**config.mk**
```make
export PLATFORM = sky130hd
export DESIGN_NAME = mines_reveal_ctrl_flat
export DESIGN_NICKNAME = d
export VERILOG_FILES = /design/src/rtl/mines_reveal_ctrl_if.sv /design/src/rtl/mines_reveal_ctrl.sv /design/src/flat_wrapper.sv
export SDC_FILE = /design/constraint.sdc
export NUM_CORES = 1
export LEC_CHECK = 0
export BUFFER_PORTS_ARGS = -buffer_cell sky130_fd_sc_hd__buf_4
export CORE_AREA = 2 2 87 89
export CTS_BUF_LIST = sky130_fd_sc_hd__clkbuf_4
export DETAILED_ROUTE_END_ITERATION = 16
export DIE_AREA = 0 0 89 91
export PLACE_DENSITY = 0.83
export SLEW_MARGIN = 20
export SYNTH_ARGS = -nofsm -noshare
export SYNTH_HDL_FRONTEND = slang
export SYNTH_SLANG_ARGS = --single-unit
```
**constraint.sdc**
```tcl
create_clock -name clk -period 7.25 [get_ports clk]
set_input_delay 0 -clock clk [delete_from_list [all_inputs] [get_ports clk]]
set_output_delay 0 -clock clk [all_outputs]
set_load 0.005 [all_outputs]
```
**src/rtl/mines_reveal_ctrl_if.sv**
```systemverilog
// rtl/mines_reveal_ctrl_if.sv - player selection request and reveal response bundle
interface mines_reveal_ctrl_if #(
   parameter int IDX_W = 4
);
   logic             sel_valid;
   logic [IDX_W-1:0] sel_idx;
   logic             sel_ready;
   logic             resp_valid;
   logic             resp_bomb;
   logic [3:0]       resp_adj;
   logic             resp_repeat;

   modport master (
      output sel_valid, sel_idx,
      input  sel_ready, resp_valid, resp_bomb, resp_adj, resp_repeat
   );

   modport slave (
      input  sel_valid, sel_idx,
      output sel_ready, resp_valid, resp_bomb, resp_adj, resp_repeat
   );
endinterface

```
**src/rtl/mines_reveal_ctrl.sv**
```systemverilog
// rtl/mines_reveal_ctrl.sv - mines game reveal stage: latches the bomb grid, reveals selections, tracks win/loss
module mines_reveal_ctrl #(
   parameter  int ROWS  = 4,
   parameter  int COLS  = 4,
   parameter  int IDX_W = 4,
   localparam int N     = ROWS * COLS
) (
   input  logic               clk,
   input  logic               reset,
   mines_reveal_ctrl_if.slave sel_if,
   input  logic [N-1:0]       bomb_grid,
   input  logic               grid_valid,
   input  logic               start,
   output logic [N-1:0]       revealed,
   output logic [IDX_W:0]     safe_left,
   output logic               game_over,
   output logic               game_won
);
   typedef enum logic [2:0] {IDLE, ARM, PLAY, RESP, LOST, WON} state_t;

   localparam logic [IDX_W:0] N_W = (IDX_W + 1)'(N);

   state_t           state;
   state_t           resp_next;
   logic [N-1:0]     bombs;
   logic [N-1:0]     sel_mask;
   logic [IDX_W:0]   bomb_cnt;
   logic [IDX_W:0]   safe_init;
   logic [3:0]       adj_cnt;
   logic             in_range;
   logic             sel_bomb;
   logic             sel_seen;

   assign sel_if.sel_ready = (state == PLAY) && !start;
   assign in_range  = {1'b0, sel_if.sel_idx} < N_W;
   assign sel_mask  = N'(1) << sel_if.sel_idx;
   assign sel_bomb  = in_range && bombs[sel_if.sel_idx];
   assign sel_seen  = in_range && revealed[sel_if.sel_idx];
   assign safe_init = N_W - bomb_cnt;

   always_comb begin
      bomb_cnt = '0;
      for (int i = 0; i < N; i++) begin
         bomb_cnt = bomb_cnt + (IDX_W + 1)'(bomb_grid[i]);
      end
   end

   // Neighbours are counted in row/column space so edge cells never wrap onto the next row.
   always_comb begin : adj_calc
      int sr;
      int sc;
      int r;
      int c;
      adj_cnt = '0;
      sr = int'(sel_if.sel_idx) / COLS;
      sc = int'(sel_if.sel_idx) % COLS;
      for (int dr = -1; dr <= 1; dr++) begin
         for (int dc = -1; dc <= 1; dc++) begin
            r = sr + dr;
            c = sc + dc;
            if (!(dr == 0 && dc == 0) && r >= 0 && r < ROWS && c >= 0 && c < COLS) begin
               if (bombs[IDX_W'(r * COLS + c)]) begin
                  adj_cnt = adj_cnt + 4'd1;
               end
            end
         end
      end
   end

   always_ff @(posedge clk or negedge reset) begin
      if (!reset) begin
         state              <= IDLE;
         resp_next          <= IDLE;
         bombs              <= '0;
         revealed           <= '0;
         safe_left          <= '0;
         game_over          <= 1'b0;
         game_won           <= 1'b0;
         sel_if.resp_valid  <= 1'b0;
         sel_if.resp_bomb   <= 1'b0;
         sel_if.resp_adj    <= '0;
         sel_if.resp_repeat <= 1'b0;
      end else begin
         sel_if.resp_valid <= 1'b0;
         case (state)
            IDLE, LOST, WON: begin
               if (start) begin
                  state     <= ARM;
                  game_over <= 1'b0;
                  game_won  <= 1'b0;
               end
            end
            ARM: begin
               if (grid_valid) begin
                  bombs     <= bomb_grid;
                  revealed  <= '0;
                  safe_left <= safe_init;
                  if (safe_init == '0) begin
                     state    <= WON;
                     game_won <= 1'b1;
                  end else begin
                     state <= PLAY;
                  end
               end
            end
            PLAY: begin
               if (start) begin
                  state     <= ARM;
                  game_over <= 1'b0;
                  game_won  <= 1'b0;
               end else if (sel_if.sel_valid) begin
                  // Results and counters commit now so they line up with the resp_valid cycle.
                  state               <= RESP;
                  sel_if.resp_valid   <= 1'b1;
                  sel_if.resp_adj     <= in_range ? adj_cnt : 4'd0;
                  sel_if.resp_bomb    <= sel_bomb && !sel_seen;
                  sel_if.resp_repeat  <= !in_range || sel_seen;
                  if (!in_range || sel_seen) begin
                     resp_next <= PLAY;
                  end else if (sel_bomb) begin
                     revealed  <= revealed | sel_mask;
                     game_over <= 1'b1;
                     resp_next <= LOST;
                  end else begin
                     revealed  <= revealed | sel_mask;
                     safe_left <= safe_left - (IDX_W + 1)'(1);
                     if (safe_left == (IDX_W + 1)'(1)) begin
                        game_won  <= 1'b1;
                        resp_next <= WON;
                     end else begin
                        resp_next <= PLAY;
                     end
                  end
               end
            end
            RESP: begin
               state <= resp_next;
            end
            default: begin
               state <= IDLE;
            end
         endcase
      end
   end
endmodule

```
**src/flat_wrapper.sv**
```systemverilog
// flat-port wrapper written by rule: the top's interface ports become plain ports
module mines_reveal_ctrl_flat 
#(
   parameter  int ROWS  = 4,
   parameter  int COLS  = 4,
   parameter  int IDX_W = 4,
   localparam int N     = ROWS * COLS
)
  (clk, reset, bomb_grid, grid_valid, start, revealed, safe_left, game_over, game_won, sel_if_sel_valid, sel_if_sel_idx, sel_if_sel_ready, sel_if_resp_valid, sel_if_resp_bomb, sel_if_resp_adj, sel_if_resp_repeat);
  mines_reveal_ctrl_if #(.IDX_W(IDX_W)) sel_if_i ();
  input  logic clk;
  input  logic reset;
  input  logic [N-1:0] bomb_grid;
  input  logic grid_valid;
  input  logic start;
  output logic [N-1:0] revealed;
  output logic [IDX_W:0] safe_left;
  output logic game_over;
  output logic game_won;
  input wire logic [$bits(sel_if_i.sel_valid)-1:0] sel_if_sel_valid;
  input wire logic [$bits(sel_if_i.sel_idx)-1:0] sel_if_sel_idx;
  output wire logic [$bits(sel_if_i.sel_ready)-1:0] sel_if_sel_ready;
  output wire logic [$bits(sel_if_i.resp_valid)-1:0] sel_if_resp_valid;
  output wire logic [$bits(sel_if_i.resp_bomb)-1:0] sel_if_resp_bomb;
  output wire logic [$bits(sel_if_i.resp_adj)-1:0] sel_if_resp_adj;
  output wire logic [$bits(sel_if_i.resp_repeat)-1:0] sel_if_resp_repeat;
  assign sel_if_i.sel_valid = sel_if_sel_valid;
  assign sel_if_i.sel_idx = sel_if_sel_idx;
  assign sel_if_sel_ready = sel_if_i.sel_ready;
  assign sel_if_resp_valid = sel_if_i.resp_valid;
  assign sel_if_resp_bomb = sel_if_i.resp_bomb;
  assign sel_if_resp_adj = sel_if_i.resp_adj;
  assign sel_if_resp_repeat = sel_if_i.resp_repeat;
  mines_reveal_ctrl #(.ROWS(ROWS), .COLS(COLS), .IDX_W(IDX_W)) u_core (.clk(clk), .reset(reset), .sel_if(sel_if_i), .bomb_grid(bomb_grid), .grid_valid(grid_valid), .start(start), .revealed(revealed), .safe_left(safe_left), .game_over(game_over), .game_won(game_won));
endmodule
```
==> impl_metrics.tcl, run 1 <==
set metrics [dict create \
    startpoint_type "input pin" \
    grt_overflow_total 0 \
    yosysTopAreaCell "dfrtp_1" \
    ys.warnings.count 0 \
    finalWirelength_mm 9.80 \
    cts_buffers 5 \
    dpl_cell_area_sq_mm 0.00477 \
    worst_pin_slew_ps 739 \
    timing.reg2reg.setup_slack_ps 1570 \
    cts.path.max_buffers 2 \
    clock.fmax_mhz 173 \
    seq_area_frac_synth_pct 30.3 \
    finClkSkew_ps 13.0 \
    tns_ps 0 \
    antenna_found_initial 0 \
    netlist_instances 424 \
    layout.nets 560 \
    die_h_microns 91 \
    cts_tree "done" \
    hold_buffers 21 \
    slew_viol_final 0 \
    setup_violations 0 \
    synth_common_cells "dfrtp_1 (52), nor2_1 (48), inv_1 (40)" \
    outcome "complete, no violations" \
    dpl.hpwl_mm 7.38 \
    finalHoldViolations 0 \
    clkTransAtPathRegs_ps 160 \
    worstHoldStart "sel_if_sel_idx[3]" \
    required_ps 7590 \
    worstRegToRegCells 22 \
    place.gp.congestion 0.879 \
    worstPathArrival_ps 6120 \
    rows 31 \
    yosysMostFrequentCell "dfrtp_1" \
    syn-cell-area_sq_mm 0.00429 \
    pwr_density_cell_mw_per_mm2 387 \
    power_leakage_nw 2.41 \
    cts_sinks 52 \
    ios 56 \
    die_area_sq_mm 0.00810 \
    peakVddDrop_mv 0.224 \
    grt_max_degree 53 \
    min_period_ps 5780 \
    synth_area_leaders "dfrtp_1 (30%), mux4_2 (10%), ha_1 (9.6%)" \
    synthToLayoutAreaGrowth_pct 18.0 \
    cts-root-buf "clkbuf_4" \
    async_flop_share_pct 100 \
    die_w_microns 89 \
    drt-initial-drc-count 239 \
    path_class "in2reg" \
    ys.flop_type "dfrtp_1" \
    grt_pass1_wl_mm 16.4 \
    r2r-end "u_core.sel_if.resp_adj[3]$_DFFE_PN0P_" \
    critical_path.max_fanout 15 \
    layout-drive-gt1-share_pct 20.3 \
    r2r-start "u_core.bombs[12]$_DFFE_PN0P_" \
    initial_utilization_pct 60.2 \
    fin_crit_sh_pct 79.7 \
    insertion_delay_ps 390 \
    post_drt_wl_per_cell_microns 16.5 \
    vias_per_cell 5.83 \
    core_area_sq_mm 0.00714 \
    drcViolationCount 0 \
    synth_top_area_share_pct 30.3 \
    maxCapViolations 0 \
    ant_nets 0 \
    synth-seq-cells 52 \
    synth_fp_nets 492 \
    avgSynthCellArea_sq_um 10.1 \
    synth_edf_count 0 \
    cp-end-kind "register" \
    vias 3454 \
    ctsHtreeMaxLevel 2 \
    max_slew_margin_pct 50.3 \
    holdPathEnd "u_core.revealed[15]$_DFFE_PN0P_" \
    dr.pass1.iters 5 \
    grtUsageTotal_pct 26.0 \
    fin_area_sq_mm 0.00506 \
    grt_pass1_vias 3452 \
    diodes 0 \
    cts_setup_buffers 0 \
    synthDistinctLibCells 53 \
    rsz0062_at_grt "no" \
    cts_resized 0 \
    hold_depth 4 \
    hold_path.class "in2reg" \
    port_buffers 55 \
]
-- metal layers --
metal / part of all wire (%) / global-route usage (%) / vias to the layer above
met5: 0 / 0 / -
met4: 2.0 / 7.96 / 0
met3: 5.7 / 4.64 / 25
met2: 51 / 44.0 / 138
met1: 41 / 33.8 / 1647
li1: - / - / 1644
-- kinds of logic after synthesis --
| family | share of synthesized area, % |
|---|---|
| AO/OA/AOI/OAI | 10.8 |
| XOR/XNOR | 4.20 |
| adder cells (fa/ha/maj) | 14.3 |
| buffers and inverters | 5.77 |
| flip-flops | 30.3 |
| multiplexers | 21.0 |
| AND/OR/NAND/NOR | 13.7 |
-- placed cells by master, fill, tap and decap left out, drive strengths merged, types with 12 or more instances in the layout --
| cell type | count |
|---|---|
| buf | 57 |
| dfrtp | 52 |
| nor2 | 48 |
| inv | 44 |
| ha | 33 |
| nand2 | 24 |
| mux4 | 23 |
| mux2 | 23 |
| dlygate4sd3 | 21 |
| a21oi | 20 |
| o21ai | 14 |
| xnor2 | 12 |
-- worst max-delay path, stage by stage --
cell and delay (ps):
buf_4 230, inv_2 140, ha_1 660, mux4_2 420, mux2_2 300, a21oi_1 150
nor3_1 60, ha_1 370, inv_2 110, nor2_1 70, mux2i_1 370, inv_1 90
ha_1 290, nor2_1 40, a21oi_1 160, mux2i_1 410, and2_1 220, ha_1 260
mux2_2 280, ha_1 290, a22o_1 220, a31oi_2 220, nor3_1 120, or4_1 520
nand3_1 100
-- flip-flops by register name, indices dropped and copies added (netlist names), 3 cells and up --
| signal | count |
|---|---|
| u_core.state | 3 |
| u_core.bombs | 16 |
| u_core.revealed | 16 |
| u_core.sel_if.resp_adj | 4 |
| u_core.resp_next | 3 |
| u_core.safe_left | 5 |
-- through the flow --
stage	setup slack, ps	hold slack (ps)	std cells	utilization, %	power (mW)
5_1_grt	1060	87.1	592	71.0	2.14
2_1_floorplan	1850	-296	424	-	1.44
4_1_cts	1460	68.7	592	71.0	1.96
3_3_place_gp	1420	64.5	563	66.9	1.71
6_report	1470	69.9	592	71.0	1.96
3_5_place_dp	1080	67.7	563	66.9	1.77
-- how the worst max path moves through the flow --
| stage | endpoint | start | depth (start not counted) |
|---|---|---|---|
| 2_1_floorplan | u_core.sel_if.resp_adj[3]$_DFFE_PN0P_ | sel_if_sel_idx[0] | 26 |
| 3_3_place_gp | u_core.sel_if.resp_adj[3]$_DFFE_PN0P_ | sel_if_sel_idx[0] | 25 |
| 3_5_place_dp | u_core.sel_if.resp_adj[3]$_DFFE_PN0P_ | sel_if_sel_idx[0] | 25 |
| 4_1_cts | u_core.sel_if.resp_adj[3]$_DFFE_PN0P_ | sel_if_sel_idx[0] | 25 |
| 5_1_grt | u_core.sel_if.resp_adj[3]$_DFFE_PN0P_ | sel_if_sel_idx[0] | 24 |
| 6_report | u_core.sel_if.resp_adj[3]$_DFFE_PN0P_ | sel_if_sel_idx[0] | 25 |
-- layout make-up --
cell class	instances	area (sq um)
Multi-Input combinational cell	309	2750
Fill cell	546	2070
Sequential cell	52	1300
Timing Repair Buffer	78	638
Inverter	46	173
Tap cell	99	124
Clock inverter	3	42.5
Clock buffer	5	37.5
-- where the power goes --
group	total, mW	internal, mW	switching (mW)
Clock	0.168	0.0722	0.0955
Sequential	0.543	0.403	0.140
Combinational	1.25	0.626	0.626
Total	1.96	1.10	0.861
Note: power is estimated with default switching activity, not from simulation.
==> run 2: changes to the inputs <==
--- a/config.mk
+++ b/config.mk
@@ -6,11 +6,11 @@
 export NUM_CORES = 1
 export LEC_CHECK = 0
 export BUFFER_PORTS_ARGS = -buffer_cell sky130_fd_sc_hd__buf_4
-export CORE_AREA = 2 2 87 89
+export CORE_AREA = 2 2 92 94
 export CTS_BUF_LIST = sky130_fd_sc_hd__clkbuf_4
 export DETAILED_ROUTE_END_ITERATION = 16
-export DIE_AREA = 0 0 89 91
-export PLACE_DENSITY = 0.83
+export DIE_AREA = 0 0 94 96
+export PLACE_DENSITY = 0.78
 export SLEW_MARGIN = 20
 export SYNTH_ARGS = -nofsm -noshare
 export SYNTH_HDL_FRONTEND = slang
==> constraint.sdc (replaced) <==
create_clock -name clk -period 5.1 [get_ports clk]
set_input_delay 0 -clock clk [delete_from_list [all_inputs] [get_ports clk]]
set_output_delay 0 -clock clk [all_outputs]
set_load 0.005 [all_outputs]
==> run 2 against run 1 <==
Against the previous run:
- wire length increased by 13%
- final cell count increased by 8.1%
- power grew 72%
- die area grew 11%
- first-iteration DRC count is 24% higher
- cell area increased by 9.2%
- critical endpoint unchanged
- largest cell class unchanged
- largest power group unchanged
==> impl_metrics.tcl, run 2 (synthesis gave the netlist of run 1 again) <==
set metrics [dict create \
    internal-power_mw 1.92 \
    critical_path.max_fanout 4 \
    cts.path.max_buffers 2 \
    final_common_cell "buf_4" \
    nFillCells 607 \
    ctsHtreeMaxLevel 2 \
    core_area_sq_mm 0.00805 \
    initial_utilization_pct 53.3 \
    finalWirelength_mm 11.1 \
    timing.reg2reg.setup_slack_ps 90 \
    dr.pass1.iters 5 \
    grt_max_degree 53 \
    pwr-share-clk_pct 6.2 \
    die_w_microns 94 \
    hold_path.class "in2reg" \
    power_mw 3.38 \
    switchingPower_mw 1.46 \
    insertion_delay_ps 400 \
    grt_pass1_vias 3640 \
    min_period_ps 5010 \
    cts_sinks 52 \
    top_regs "u_core.bombs: 16 flops, u_core.revealed: 16 flops, u_core.safe_left: 5 flops" \
    place_inst 585 \
    final_util_pct 68.7 \
    setup_violations 0 \
    clkTransAtPathRegs_ps 180 \
    gr-usage-met3_pct 4.31 \
    cts-root-buf "clkbuf_4" \
    max_slew_margin_pct 44.3 \
    seqPwrFrac_pct 21.7 \
    cp-end-kind "register" \
    layout.nets 602 \
    grt_overflow_total 0 \
    ios 56 \
    path_class "reg2reg" \
    final_cell_mix "buf_4 (99), dfrtp_1 (51), nor2_1 (46)" \
    synthToLayoutAreaGrowth_pct 28.9 \
    finalHoldViolations 0 \
    required_ps 5400 \
    layout_setup_ws_ps 94.8 \
    drcViolationCount 0 \
    swShare_pct 43.2 \
    vias_per_cell 5.82 \
    dpl.hpwl_mm 8.00 \
    rsz0062_at_grt "yes" \
    vias 3724 \
    fin_crit_sh_pct 98.1 \
    diodes 0 \
    cts_buffers 5 \
    port_buffers 55 \
    drt-initial-drc-count 296 \
    preCtsSetupSlack_ps -92.7 \
    grt_use_met1_pct 32.6 \
    maxCapViolations 0 \
    cts_tree "done" \
    post_drt_wl_per_cell_microns 17.3 \
    pwr_density_cell_mw_per_mm2 611 \
    grtUsageTotal_pct 25.3 \
    place.gp.congestion 0.924 \
    fin_cells 640 \
    grt_pass1_wl_mm 17.8 \
    worstPathArrival_ps 5300 \
    layout-drive-gt1-share_pct 32.0 \
    peakVddDrop_mv 0.272 \
    slew_viol_final 0 \
    outcome "complete, no violations" \
    use_met2_pct 44.0 \
    worst_pin_slew_ps 828 \
    grt-busiest-layer "met2" \
    die_h_microns 96 \
    p_comb_share_pct 72.1 \
    rows 33 \
    startpoint_type "register" \
    antenna_found_initial 0 \
    clock.fmax_mhz 200 \
    die_area_sq_mm 0.00902 \
    finClkSkew_ps 10.8 \
    ant_nets 0 \
    power_leakage_nw 2.61 \
]
run 2: cell count changes in the layout (fill, tap and decap cells not counted), sizes merged:
cell	change
buf	+43
clkinv	-2
clkinvlp	+2
bufinv	-1
dlygate4sd3	-1
inv	+1
run 2: path summary, 6_finish.rpt:
path / start / to / cells after the start
hold reg to reg: u_core.sel_if.resp_adj[0]$_DFFE_PN0P_ / u_core.sel_if.resp_adj[0]$_DFFE_PN0P_ / 2
setup reg to reg: u_core.bombs[6]$_DFFE_PN0P_ / u_core.sel_if.resp_adj[3]$_DFFE_PN0P_ / 21
max in group asynchronous: reset / u_core.bombs[5]$_DFFE_PN0P_ / 2
setup / recovery: u_core.bombs[6]$_DFFE_PN0P_ / u_core.sel_if.resp_adj[3]$_DFFE_PN0P_ / 21
min in group asynchronous: reset / u_core.sel_if.resp_valid$_DFF_PN0_ / 2
hold / removal: sel_if_sel_idx[3] / u_core.revealed[15]$_DFFE_PN0P_ / 4
run 2: routing by layer:
metal / up-vias / wire, microns
li1: 1725 / -
met1: 1847 / 4690
met2: 133 / 5680
met3: 19 / 498
met4: 0 / 190
met5: - / 0
run 2: area by class of cell:
| class | instances | area (sq um) | area share, % |
|---|---|---|---|
| multi-input cells | 309 | 2900 | 52.5 |
| clock inverters | 3 | 26.3 | 0.475 |
| inverters | 46 | 175 | 3.17 |
| repair buffers | 120 | 955 | 17.3 |
| flip-flops and latches | 52 | 1300 | 23.5 |
| well taps | 105 | 131 | 2.38 |
| clock buffers | 5 | 37.5 | 0.679 |
run 2: critical path: stages (launching register included):
cell and delay [ps]:
dfrtp_1 460, buf_4 160, mux4_2 490, mux2i_2 230, mux2i_1 160, ha_1 350, inv_2 140, nor2_4 50
ha_1 330, mux2_2 290, a21oi_2 160, mux2i_2 240, and2_4 190, ha_4 200, mux2_4 280, ha_4 230
a22o_1 230, a31oi_4 200, nor3_2 70, buf_4 130, o211ai_1 230, nand3_2 100
run 2: power groups by stage:
stage	Sequential, mW	Clock, mW	Combinational, mW
detailed placement	0.755	0	1.87
global placement	0.743	0	1.80
global route	0.752	0.223	2.69
finish	0.733	0.210	2.44
floorplan	0.695	0	1.38
CTS	0.728	0.211	2.07
run 2: repair_timing:
item,in CTS,in global routing
setup endpoints to repair,3,4
hold buffers,20,0
cloned,0,0
endpoints found under the hold margin,71,0
pin swaps,4,16
resized for setup,6,21
buffers inserted,12,15
run 2: through the flow:
stage	area (sq um)	hold slack [ps]	setup TNS (ps)
3_5_place_dp	4930	82.9	-115
4_1_cts	5320	65.2	0
6_report	5530	77.7	0
5_1_grt	5530	135	-194
2_1_floorplan	4330	-296	0
3_3_place_gp	4930	68.8	0
